--- src/rtl/decode_stage_pkg.sv ---
// mips_pkg: instruction encodings shared by the decode stage and its register
// file. The opcode enum is used only for compares against instr[31:26].
package mips_pkg;

  typedef enum logic [5:0] {
    OP_RTYPE = 6'h00,
    OP_J     = 6'h02,
    OP_JAL   = 6'h03,
    OP_BEQ   = 6'h04,
    OP_BNE   = 6'h05,
    OP_ANDI  = 6'h0C,
    OP_ORI   = 6'h0D,
    OP_XORI  = 6'h0E,
    OP_LW    = 6'h23,
    OP_SW    = 6'h2B
  } opcode_e;

  localparam logic [5:0]  FUNCT_JR = 6'h08;
  localparam logic [31:0] NOP      = 32'h0000_0000;

endpackage

--- src/rtl/decode_stage_if.sv ---
// decode_stage_if: every non-clock signal of the decode stage.
//   fetch side : if_pc_sum, if_instr in; pc_hold, pc_sel, jump_address out
//   hazard side: ex_reg_write, ex_mem_read, ex_dest, mem_reg_write, mem_dest in
//   write-back : wb_reg_write, wb_dest, wb_data in
//   execute    : id_* decoded fields/operands and id_bubble out
// master = the decode stage, slave = its environment.
interface decode_stage_if #(
  parameter int unsigned DATA_W = 32,
  parameter int unsigned REG_AW = 5
);
  logic [DATA_W-1:0] if_pc_sum;
  logic [31:0]       if_instr;
  logic              ex_reg_write;
  logic              ex_mem_read;
  logic [REG_AW-1:0] ex_dest;
  logic              mem_reg_write;
  logic [REG_AW-1:0] mem_dest;
  logic              wb_reg_write;
  logic [REG_AW-1:0] wb_dest;
  logic [DATA_W-1:0] wb_data;
  logic              pc_hold;
  logic              pc_sel;
  logic [DATA_W-1:0] jump_address;
  logic [DATA_W-1:0] id_pc_sum;
  logic [5:0]        id_opcode;
  logic [5:0]        id_funct;
  logic [REG_AW-1:0] id_rs;
  logic [REG_AW-1:0] id_rt;
  logic [REG_AW-1:0] id_rd;
  logic [4:0]        id_shamt;
  logic [DATA_W-1:0] id_rdata1;
  logic [DATA_W-1:0] id_rdata2;
  logic [DATA_W-1:0] id_imm_ext;
  logic              id_bubble;

  modport master (
    input  if_pc_sum, if_instr, ex_reg_write, ex_mem_read, ex_dest,
           mem_reg_write, mem_dest, wb_reg_write, wb_dest, wb_data,
    output pc_hold, pc_sel, jump_address, id_pc_sum, id_opcode, id_funct,
           id_rs, id_rt, id_rd, id_shamt, id_rdata1, id_rdata2, id_imm_ext,
           id_bubble
  );

  modport slave (
    output if_pc_sum, if_instr, ex_reg_write, ex_mem_read, ex_dest,
           mem_reg_write, mem_dest, wb_reg_write, wb_dest, wb_data,
    input  pc_hold, pc_sel, jump_address, id_pc_sum, id_opcode, id_funct,
           id_rs, id_rt, id_rd, id_shamt, id_rdata1, id_rdata2, id_imm_ext,
           id_bubble
  );
endinterface

--- src/rtl/decode_stage_reg_file.sv ---
// reg_file: 2-read/1-write register file, async active-high reset clears all.
//   raddr1/raddr2 -> rdata1/rdata2 : combinational reads
//   we/waddr/wdata                 : write on posedge clk, $0 never written
// A read of the address being written this cycle returns wdata (bypass);
// $0 always reads zero.
module reg_file
  import mips_pkg::*;
#(
  parameter int unsigned DATA_W = 32,
  parameter int unsigned REG_AW = 5
) (
  input  logic              clk,
  input  logic              rst,
  input  logic [REG_AW-1:0] raddr1,
  input  logic [REG_AW-1:0] raddr2,
  output logic [DATA_W-1:0] rdata1,
  output logic [DATA_W-1:0] rdata2,
  input  logic              we,
  input  logic [REG_AW-1:0] waddr,
  input  logic [DATA_W-1:0] wdata
);
  localparam int unsigned NREGS = 2 ** REG_AW;

  logic [DATA_W-1:0] regs [NREGS];

  always_ff @(posedge clk or posedge rst) begin
    if (rst) begin
      for (int unsigned i = 0; i < NREGS; i++) regs[i] <= '0;
    end else if (we && waddr != '0) begin
      regs[waddr] <= wdata;
    end
  end

  always_comb begin
    rdata1 = regs[raddr1];
    if (raddr1 == '0)                    rdata1 = '0;
    else if (we && raddr1 == waddr)      rdata1 = wdata;
  end

  always_comb begin
    rdata2 = regs[raddr2];
    if (raddr2 == '0)                    rdata2 = '0;
    else if (we && raddr2 == waddr)      rdata2 = wdata;
  end
endmodule

--- src/rtl/decode_stage.sv ---
// decode_stage: MIPS instruction-decode stage.
//   clk, rst : clock, async active-high reset
//   bus      : decode_stage_if.master (fetch, hazard, write-back, execute sides)
// Holds the IF/ID register and register file, extends the immediate, detects
// load-use and branch-operand hazards, and resolves J/JAL/JR/BEQ/BNE in ID.
// The jump target concatenation assumes DATA_W = 32.
module decode_stage
  import mips_pkg::*;
#(
  parameter int unsigned DATA_W = 32,
  parameter int unsigned REG_AW = 5
) (
  input logic            clk,
  input logic            rst,
  decode_stage_if.master bus
);
  logic [31:0]       instr_q;
  logic [DATA_W-1:0] pc_sum_q;
  logic              valid_q;

  logic [5:0]        opcode, funct;
  logic [REG_AW-1:0] rs, rt, rd;
  logic [DATA_W-1:0] rdata1, rdata2, imm_ext, imm_sext, target;
  logic              is_jr, is_jump, is_branch, rt_used;
  logic              load_use, ex_dep, mem_dep, stall, taken;

  assign opcode = instr_q[31:26];
  assign funct  = instr_q[5:0];
  assign rs     = instr_q[25:21];
  assign rt     = instr_q[20:16];
  assign rd     = instr_q[15:11];

  assign is_jr     = (opcode == OP_RTYPE) && (funct == FUNCT_JR);
  assign is_jump   = (opcode == OP_J) || (opcode == OP_JAL);
  assign is_branch = (opcode == OP_BEQ) || (opcode == OP_BNE);
  // Instructions that actually consume rt as a source operand.
  assign rt_used   = (opcode == OP_RTYPE) || (opcode == OP_SW) || is_branch;

  assign imm_sext = {{(DATA_W-16){instr_q[15]}}, instr_q[15:0]};
  assign imm_ext  = (opcode == OP_ANDI || opcode == OP_ORI || opcode == OP_XORI)
                    ? {{(DATA_W-16){1'b0}}, instr_q[15:0]} : imm_sext;

  reg_file #(.DATA_W(DATA_W), .REG_AW(REG_AW)) u_reg_file (
    .clk    (clk),
    .rst    (rst),
    .raddr1 (rs),
    .raddr2 (rt),
    .rdata1 (rdata1),
    .rdata2 (rdata2),
    .we     (bus.wb_reg_write),
    .waddr  (bus.wb_dest),
    .wdata  (bus.wb_data)
  );

  // Branch/JR compare in ID, so producers still in EX or MEM cannot be
  // forwarded here yet; only BEQ/BNE read rt, JR reads rs alone.
  assign load_use = bus.ex_mem_read && bus.ex_dest != '0 &&
                    (bus.ex_dest == rs || (bus.ex_dest == rt && rt_used));
  assign ex_dep   = bus.ex_reg_write && bus.ex_dest != '0 &&
                    (bus.ex_dest == rs || (bus.ex_dest == rt && is_branch));
  assign mem_dep  = bus.mem_reg_write && bus.mem_dest != '0 &&
                    (bus.mem_dest == rs || (bus.mem_dest == rt && is_branch));
  assign stall    = valid_q && (load_use || ((is_branch || is_jr) && (ex_dep || mem_dep)));

  always_comb begin
    taken  = 1'b0;
    target = '0;
    if (valid_q && !stall) begin
      if (is_jump) begin
        taken  = 1'b1;
        target = {pc_sum_q[DATA_W-1:DATA_W-4], instr_q[25:0], 2'b00};
      end else if (is_jr) begin
        taken  = 1'b1;
        target = rdata1;
      end else if (is_branch && ((rdata1 == rdata2) == (opcode == OP_BEQ))) begin
        taken  = 1'b1;
        target = pc_sum_q + {imm_sext[DATA_W-3:0], 2'b00};
      end
    end
  end

  // Stall beats flush beats load.
  always_ff @(posedge clk or posedge rst) begin
    if (rst) begin
      instr_q  <= NOP;
      pc_sum_q <= '0;
      valid_q  <= 1'b0;
    end else if (!stall) begin
      pc_sum_q <= bus.if_pc_sum;
      if (taken) begin
        instr_q <= NOP;
        valid_q <= 1'b0;
      end else begin
        instr_q <= bus.if_instr;
        valid_q <= 1'b1;
      end
    end
  end

  assign bus.pc_hold      = stall;
  assign bus.pc_sel       = !taken;
  assign bus.jump_address = target;
  assign bus.id_pc_sum    = pc_sum_q;
  assign bus.id_opcode    = opcode;
  assign bus.id_funct     = funct;
  assign bus.id_rs        = rs;
  assign bus.id_rt        = rt;
  assign bus.id_rd        = rd;
  assign bus.id_shamt     = instr_q[10:6];
  assign bus.id_rdata1    = rdata1;
  assign bus.id_rdata2    = rdata2;
  assign bus.id_imm_ext   = imm_ext;
  assign bus.id_bubble    = !valid_q || stall;
endmodule

--- src/flat_wrapper.sv ---
// flat-port wrapper written by rule: the top's interface ports become plain ports
module decode_stage_flat import mips_pkg::*;
#(
  parameter int unsigned DATA_W = 32,
  parameter int unsigned REG_AW = 5
)
  (clk, rst, bus_if_pc_sum, bus_if_instr, bus_ex_reg_write, bus_ex_mem_read, bus_ex_dest, bus_mem_reg_write, bus_mem_dest, bus_wb_reg_write, bus_wb_dest, bus_wb_data, bus_pc_hold, bus_pc_sel, bus_jump_address, bus_id_pc_sum, bus_id_opcode, bus_id_funct, bus_id_rs, bus_id_rt, bus_id_rd, bus_id_shamt, bus_id_rdata1, bus_id_rdata2, bus_id_imm_ext, bus_id_bubble);
  decode_stage_if #(.DATA_W(DATA_W), .REG_AW(REG_AW)) bus_i ();
  input logic clk;
  input logic rst;
  input wire logic [$bits(bus_i.if_pc_sum)-1:0] bus_if_pc_sum;
  input wire logic [$bits(bus_i.if_instr)-1:0] bus_if_instr;
  input wire logic [$bits(bus_i.ex_reg_write)-1:0] bus_ex_reg_write;
  input wire logic [$bits(bus_i.ex_mem_read)-1:0] bus_ex_mem_read;
  input wire logic [$bits(bus_i.ex_dest)-1:0] bus_ex_dest;
  input wire logic [$bits(bus_i.mem_reg_write)-1:0] bus_mem_reg_write;
  input wire logic [$bits(bus_i.mem_dest)-1:0] bus_mem_dest;
  input wire logic [$bits(bus_i.wb_reg_write)-1:0] bus_wb_reg_write;
  input wire logic [$bits(bus_i.wb_dest)-1:0] bus_wb_dest;
  input wire logic [$bits(bus_i.wb_data)-1:0] bus_wb_data;
  output wire logic [$bits(bus_i.pc_hold)-1:0] bus_pc_hold;
  output wire logic [$bits(bus_i.pc_sel)-1:0] bus_pc_sel;
  output wire logic [$bits(bus_i.jump_address)-1:0] bus_jump_address;
  output wire logic [$bits(bus_i.id_pc_sum)-1:0] bus_id_pc_sum;
  output wire logic [$bits(bus_i.id_opcode)-1:0] bus_id_opcode;
  output wire logic [$bits(bus_i.id_funct)-1:0] bus_id_funct;
  output wire logic [$bits(bus_i.id_rs)-1:0] bus_id_rs;
  output wire logic [$bits(bus_i.id_rt)-1:0] bus_id_rt;
  output wire logic [$bits(bus_i.id_rd)-1:0] bus_id_rd;
  output wire logic [$bits(bus_i.id_shamt)-1:0] bus_id_shamt;
  output wire logic [$bits(bus_i.id_rdata1)-1:0] bus_id_rdata1;
  output wire logic [$bits(bus_i.id_rdata2)-1:0] bus_id_rdata2;
  output wire logic [$bits(bus_i.id_imm_ext)-1:0] bus_id_imm_ext;
  output wire logic [$bits(bus_i.id_bubble)-1:0] bus_id_bubble;
  assign bus_i.if_pc_sum = bus_if_pc_sum;
  assign bus_i.if_instr = bus_if_instr;
  assign bus_i.ex_reg_write = bus_ex_reg_write;
  assign bus_i.ex_mem_read = bus_ex_mem_read;
  assign bus_i.ex_dest = bus_ex_dest;
  assign bus_i.mem_reg_write = bus_mem_reg_write;
  assign bus_i.mem_dest = bus_mem_dest;
  assign bus_i.wb_reg_write = bus_wb_reg_write;
  assign bus_i.wb_dest = bus_wb_dest;
  assign bus_i.wb_data = bus_wb_data;
  assign bus_pc_hold = bus_i.pc_hold;
  assign bus_pc_sel = bus_i.pc_sel;
  assign bus_jump_address = bus_i.jump_address;
  assign bus_id_pc_sum = bus_i.id_pc_sum;
  assign bus_id_opcode = bus_i.id_opcode;
  assign bus_id_funct = bus_i.id_funct;
  assign bus_id_rs = bus_i.id_rs;
  assign bus_id_rt = bus_i.id_rt;
  assign bus_id_rd = bus_i.id_rd;
  assign bus_id_shamt = bus_i.id_shamt;
  assign bus_id_rdata1 = bus_i.id_rdata1;
  assign bus_id_rdata2 = bus_i.id_rdata2;
  assign bus_id_imm_ext = bus_i.id_imm_ext;
  assign bus_id_bubble = bus_i.id_bubble;
  decode_stage #(.DATA_W(DATA_W), .REG_AW(REG_AW)) u_core (.clk(clk), .rst(rst), .bus(bus_i));
endmodule
--- config.mk ---
export PLATFORM = sky130hd
export DESIGN_NAME = decode_stage_flat
export DESIGN_NICKNAME = d
export VERILOG_FILES = /design/src/rtl/decode_stage_pkg.sv /design/src/rtl/decode_stage_if.sv /design/src/rtl/decode_stage_reg_file.sv /design/src/rtl/decode_stage.sv /design/src/flat_wrapper.sv
export SDC_FILE = /design/constraint.sdc
export NUM_CORES = 2
export LEC_CHECK = 0
export BUFFER_PORTS_ARGS = -buffer_cell sky130_fd_sc_hd__buf_2
export CORE_MARGIN = 1.5
export CORE_UTILIZATION = 55
export CTS_BUF_LIST = sky130_fd_sc_hd__clkbuf_16
export CTS_CLUSTER_SIZE = 30
export DETAILED_ROUTE_END_ITERATION = 10
export GPL_TIMING_DRIVEN = 0
export PLACE_DENSITY_LB_ADDON = 0.12
export SLEW_MARGIN = 20
export SYNTH_ARGS = -nofsm -noshare
export SYNTH_HDL_FRONTEND = slang
export SYNTH_HIERARCHICAL = 1
export SYNTH_SLANG_ARGS = --single-unit
export TNS_END_PERCENT = 100
--- constraint.sdc ---
create_clock -name clk -period 50.4 [get_ports clk]
set_input_delay 10.08 -clock clk [delete_from_list [all_inputs] [get_ports clk]]
set_output_delay 10.08 -clock clk [all_outputs]
set_load 0.03 [all_outputs]
## Word-level counts from Yosys, hierarchy flattened

Index checks and enable logic that the tools add are counted.

| operators by class | value |
|---|---|
| $add $sub $neg | 1 |
| magnitude comparators | 4 |
| equal/unequal tests | 17 |
| muxes and demuxes | 24 |
| bitwise operators | 3 |
| reductions and logical operators | 40 |

Operators by type and width:

| operator | number |
|---|---|
| $bwmux W1024 | 1 |
| $mux W32 | 15 |
| $bmux W32 S5 | 2 |
| $demux W32 S5 | 1 |
| $add A32 B32 Y32 | 1 |
| $eq A32 B32 Y1 | 1 |
| $eq A5 B5 Y1 | 6 |
| $eq A6 B4 Y1 const B | 4 |
| $ge A6 B6 Y1 const B | 3 |
| $logic_and A1 B1 Y1 | 18 |
| $not A5 Y6 | 3 |
| $reduce_bool A5 Y1 | 3 |
| $logic_or A1 B1 Y1 | 13 |
| $eq A6 B2 Y1 const B | 2 |
| $eq A6 B3 Y1 const B | 2 |
| $logic_not A5 Y1 | 2 |
| $eq A6 B6 Y1 const B | 1 |
| $logic_not A6 Y1 | 1 |
| $lt A6 B1 Y1 const B | 1 |
| $mux W1 | 5 |
| $logic_not A1 Y1 | 3 |
| $eq A1 B1 Y1 | 1 |

| storage, ports and cells | value |
|---|---|
| register bits after elaboration | 1,089 |
| input port bits | 117 |
| output and inout port bits | 195 |
| word-level logic and storage cells | 124 |

## Logic depth before layout (Yosys ltp)

| depth | value |
|---|---|
| depth after elaboration | 14 |
| depth in mapped cells | 18 |

## Cells and area by module

Netlist, hierarchy kept.

By module, submodules not included:

| module | times used | cells each | area each (um2) | sequential area each (um2) |
|---|---|---|---|---|
| reg_file | 1 | 3,859 | 55,253.0 | 25,624.6 |
| decode_stage | 1 | 619 | 5,599.1 | 1,626.6 |

## Worst setup path after synthesis

OpenSTA, ideal clock, no wires.

| path | value |
|---|---|
| path kind | input -> output |
| from | input port bus_wb_dest[2] |
| to | output port bus_jump_address[24] |
| data arrival time | 14.362 ns |
| data required time | 40.320 ns |
| path slack | 25.958 ns |
| stages | 15 |
| buffers on the path | 3 |
| path through | buf_2 > xor2_1 > nor3_2 > nand3_1 > nor2b_1 > buf_2 > nor3_1 > nor3_1 > xor2_1 > nor4_1 > nand4_1 > or4_1 > a21o_1 > buf_2 > o32ai_1 |

| on the way | value |
|---|---|
| word-level cells in the longest chain between the ends | 11 |

RTL lines:

| what | line | RTL |
|---|---|---|
| from (decl) | flat_wrapper.sv:19 | `input wire logic [$bits(bus_i.wb_dest)-1:0] bus_wb_dest;` |
| $eq A5 B5 Y1 | decode_stage_reg_file.sv:43 | `else if (we && raddr2 == waddr) rdata2 = wdata;` |
| $logic_and A1 B1 Y1 | decode_stage_reg_file.sv:43 |  |
| $mux W32 | decode_stage_reg_file.sv:43 |  |
| $mux W32 | decode_stage_reg_file.sv:42 | `if (raddr2 == '0) rdata2 = '0;` |
| via bus_id_rdata2[16] | flat_wrapper.sv:32 | `output wire logic [$bits(bus_i.id_rdata2)-1:0] bus_id_rdata2;` |
| $eq A32 B32 Y1 | decode_stage.sv:75 | `end else if (is_branch && ((rdata1 == rdata2) == (opcode == OP_BEQ))) begin` |
| $eq A1 B1 Y1 | decode_stage.sv:75 |  |
| $logic_and A1 B1 Y1 | decode_stage.sv:75 |  |
| $mux W32 | decode_stage.sv:75 |  |
| $mux W32 | decode_stage.sv:72 | `end else if (is_jr) begin` |
| $mux W32 | decode_stage.sv:69 | `if (is_jump) begin` |
| $mux W32 | decode_stage.sv:68 | `if (valid_q && !stall) begin` |
| to (decl) | flat_wrapper.sv:23 | `output wire logic [$bits(bus_i.jump_address)-1:0] bus_jump_address;` |

The timed path passes the listed nets, and every way through them passes these cells.

## Worst setup path after layout

| path | value |
|---|---|
| from | input port bus_wb_dest[0] |
| to | output port bus_jump_address[4] |

| on the way | value |
|---|---|
| word-level cells in the longest chain between the ends | 11 |

RTL lines:

| what | line |
|---|---|
| $eq A5 B5 Y1, on equally long branches | decode_stage_reg_file.sv:37, decode_stage_reg_file.sv:43 |
| $logic_and A1 B1 Y1, on equally long branches | decode_stage_reg_file.sv:37, decode_stage_reg_file.sv:43 |
| $mux W32, on equally long branches | decode_stage_reg_file.sv:37, decode_stage_reg_file.sv:43 |
| $mux W32, on equally long branches | decode_stage_reg_file.sv:36, decode_stage_reg_file.sv:42 |
| $eq A32 B32 Y1 | decode_stage.sv:75 |
| $eq A1 B1 Y1 | decode_stage.sv:75 |
| $logic_and A1 B1 Y1 | decode_stage.sv:75 |
| $mux W32 | decode_stage.sv:75 |
| $mux W32 * | decode_stage.sv:72 |
| $mux W32 * | decode_stage.sv:69 |
| $mux W32 * | decode_stage.sv:68 |

Every way passes the cells marked *; elsewhere a longest branch is shown, timed or not.

==> flow_summary.rst <==
.. list-table::
   :header-rows: 1

   * - Metric
     - Value
   * - Count leader, synth
     - dfrtp_1
   * - Startpoint of the lowest-slack register-to-register path
     - u_core/instr_q[22]
   * - Chip width
     - 335.6 um
   * - Count of buffers from port buffering
     - 306
   * - Transition at the pin with the smallest max-transition slack
     - 1.508 ns
   * - List of most frequent post-synthesis cells
     - dfrtp_1 (1089), mux2_2 (1032), mux4_2 (402), mux2i_1 (240), clkbuf_1 (219)
   * - Y dimension of the die
     - 335.6 um
   * - Routed len/inst
     - 46.25 um
   * - Critical Path End Type
     - primary output
   * - Total global routing overflow
     - 0
   * - Clock transition at path regs
     - 0.06 ns
   * - Leakage power total
     - 30.50 nW
   * - PD cells
     - 42.47 mW/mm^2
   * - Post-route setup TNS
     - 0 ns
   * - Critical path origin
     - bus_wb_dest[0]
   * - Minimum clock period
     - 28.38 ns
   * - Critical path's slowest cell
     - clkbuf_1
   * - Final worst slack
     - 22.02 ns
   * - Result of the run
     - finished with violations
   * - Worst path required time
     - 40.32 ns
   * - Clock sink count
     - 1089
   * - Final standard cell area without fillers
     - 0.06865 sq mm
   * - Latest clock arrival within the worst-skew pair
     - 0.78 ns
   * - Worst-path cell chain
     - buf_2, xor2_1, nor4_2, nand3_1, clkbuf_1, clkbuf_1, o21ai_0, nor2_1, xor2_1, nor4_1, nand4_1, or4_1, nand2_1, buf_1, nand2_1, a21oi_1, buf_2
   * - Buffer and inverter count on the worst path
     - 5
   * - MaxCap Viol Count
     - 1
   * - Class of the tightest hold or removal check
     - flop to flop
   * - Number of flip-flops and latches in the synthesized netlist
     - 1089
   * - Critical path's top delay family
     - simple AND/OR/NAND/NOR gates
   * - Post-Syn Instances
     - 4478
   * - EDFF count, synth
     - 0
   * - CP arrival
     - 18.30 ns
   * - Maximum fanout along the worst path
     - 10
   * - Launching element type of the critical path
     - primary input
   * - Top-level port count
     - 312
   * - Worst supply voltage drop on vdd
     - 0.03687 mV
   * - Fraction of the cycle the final worst path needs
     - 0.5630
   * - Area growth from synthesis to layout
     - 12.81%
   * - Initial antenna violation count
     - 26
   * - Pin count of the biggest net entering global routing
     - 103
   * - Combined global-route utilization of all metal layers
     - 0.5351
   * - Hold Vio Cnt, Final
     - 0
   * - Maximum clock skew at final layout
     - 0.04163 ns
   * - Total clock buffers created by CTS
     - 119
   * - Deepest clock path buffer count
     - 3
   * - Length of the first detailed-routing pass in iterations
     - 6
   * - Post CTS Setup Buffer Count
     - 0
   * - Worst hold slack across all endpoints
     - 0.4801 ns
   * - Post-placement worst setup slack
     - 22.78 ns
   * - HPWL reported at the end of detailed placement
     - 213800 um
   * - Post-DP Area
     - 0.06483 sq mm
   * - Highest clock rate
     - 35.24 MHz
   * - Critical hold path startpoint
     - u_core/u_reg_file/regs[1013]
   * - Count of final setup violators
     - 0
   * - Final nets
     - 5074
   * - Setup repair after global routing missed its margin
     - no
   * - Final cell count without fillers
     - 6525
   * - Asr flop ratio synth
     - 1.000
   * - Post-route core utilization
     - 0.6280
   * - Share of cells above drive strength 1
     - 0.4411
   * - Core Box Area
     - 0.1093 sq mm
   * - Antenna violation net count after detailed routing
     - 0
   * - Count of final max-slew check failures
     - 11
   * - Most used flip-flop cell after synthesis
     - dfrtp_1
   * - Fraction of post-synthesis cell area in the top cell type by area
     - 0.4478
   * - Via count
     - 49670
   * - Core Rows
     - 121
   * - Via count of the first global-routing pass
     - 46450
   * - Number of library cell types mapped by synthesis
     - 78
   * - Post-synthesis area per instance
     - 13.59 sq um
   * - Die area
     - 0.1126 sq mm
   * - Cts repair resizes
     - 0
   * - Post-Synthesis Net Count
     - 4625
   * - Violations in the final reports
     - capacitance limit, slew limit
   * - Routed wire length
     - 301800 um
   * - Number of warnings issued by yosys
     - 6
   * - Total Power Consumption
     - 2.915 mW
   * - CTS Hold Bufs
     - 0
   * - Clock tree from TritonCTS
     - yes
   * - Leading cell types by total area after synthesis
     - dfrtp_1 (45%), mux2_2 (19%), mux4_2 (15%), mux2i_1 (3.9%), a22oi_1 (1.6%)
   * - DRC marker count from the first detailed-route iteration
     - 8322
   * - Critical path type
     - primary input to primary output
   * - Library cell with the largest summed area after synthesis
     - dfrtp_1
   * - Vias per cell
     - 7.613
   * - Clock Root Buffer
     - clkbuf_16
   * - DRC
     - 0
   * - Slew Limit Headroom
     - -0.005036
   * - Final weighted congestion in routability-driven placement
     - 1.065
   * - Largest stage delay on the critical path
     - 1.00 ns
   * - Starting utilization of the core area
     - 0.5567
   * - Post-synthesis sequential area ratio
     - 0.4478
   * - Wire length of the first global-routing pass
     - 401200 um
   * - Combined area of all synthesized cells
     - 0.06085 sq mm
   * - Total placed cells including tap cells
     - 6281
   * - Htree depth
     - 3
==> where the power goes <==
group | internal [mW] | leakage, nW | switching, mW
registers | 1.03 | 13.9 | 0.134
clock network | 0.472 | 1.95 | 0.389
logic | 0.370 | 14.7 | 0.517
total | 1.88 | 30.5 | 1.04
==> registers in the layout, indices dropped and copies added (netlist names) <==
register and flops:
u_core/u_reg_file/regs 1024, u_core/bus.id_pc_sum 32, u_core/instr_q 32, u_core/valid_q 1
==> worst reg2reg max path, stage by stage (launching register included) <==
cell       delay (ns)
dfrtp_1          0.93
buf_4            0.43
buf_2            0.35
nand2b_1         0.58
clkbuf_2         0.71
o22ai_1          0.44
o211ai_1         0.34
o21ai_0          0.16
nor2_1           0.72
xor2_1           0.56
nor4_1           0.73
nand4_1          0.56
o2111ai_1        0.87
nand2_1          0.47
o31ai_1          1.08
clkbuf_1         0.65
a22o_1           0.25
==> layout by cell type (no fill, tap or decap), types with 31 or more instances in the layout <==
| master | instances |
|---|---|
| mux2_2 | 1032 |
| o21ai_0 | 65 |
| clkbuf_1 | 186 |
| nand3_1 | 34 |
| a221o_1 | 38 |
| dfrtp_1 | 1088 |
| buf_4 | 69 |
| mux4_2 | 402 |
| buf_1 | 43 |
| xor2_1 | 56 |
| inv_1 | 45 |
| o22ai_1 | 46 |
| clkbuf_16 | 120 |
| mux2i_1 | 240 |
| a21oi_1 | 117 |
| clkinv_1 | 31 |
| o211ai_1 | 34 |
| clkbuf_2 | 35 |
| a22oi_1 | 130 |
| nor2_1 | 97 |
| nand2_1 | 152 |
| buf_2 | 430 |
| nor3_1 | 65 |
| a22o_1 | 37 |
==> per-layer routing <==
| layer | GRT usage | wire length (um) |
|---|---|---|
| met1 | 0.6523 | 104100 |
| met4 | 0.4137 | 28830 |
| met3 | 0.2757 | 49380 |
| met5 | 0.007382 | 353 |
| met2 | 0.7105 | 119200 |
==> area by class of cell <==
cell class / count / area, sq um
antenna: 23 / 57.56
timing repair buffer: 328 / 2063
clock inverter: 100 / 732.0
clock buffer: 120 / 3003
inverter: 19 / 82.58
buffer: 491 / 2590
sequential: 1089 / 27250
tap: 1476 / 1847
fill: 8615 / 40660
multi-input combinational: 2879 / 31020
==> logic make-up after synthesis <==
logic type,after synthesis,share of synthesized area
buffers and inverters,510,0.04283
AO/OA/AOI/OAI,613,0.07104
AND/OR/NAND/NOR,452,0.03584
multiplexers,1701,0.3842
XOR/XNOR,83,0.01195
flip-flops,1089,0.4478
adder cells (fa/ha/maj),30,0.006292
==> path summary, 6_finish.rpt <==
kind / end / slack (ns) / depth (start not counted)
worst max register to register: u_core/instr_q[20] / 40.52 / 16
min in group asynchronous: u_core/bus.id_pc_sum[0] / 9.28 / 2
worst min-delay path: u_core/u_reg_file/regs[1013] / 0.48 / 1
worst min register to register: u_core/u_reg_file/regs[1013] / 0.48 / 1
max in group asynchronous: u_core/u_reg_file/regs[55] / 38.77 / 6
worst max-delay path: bus_jump_address[4] / 22.02 / 17
(Power assumes the default switching activity.)
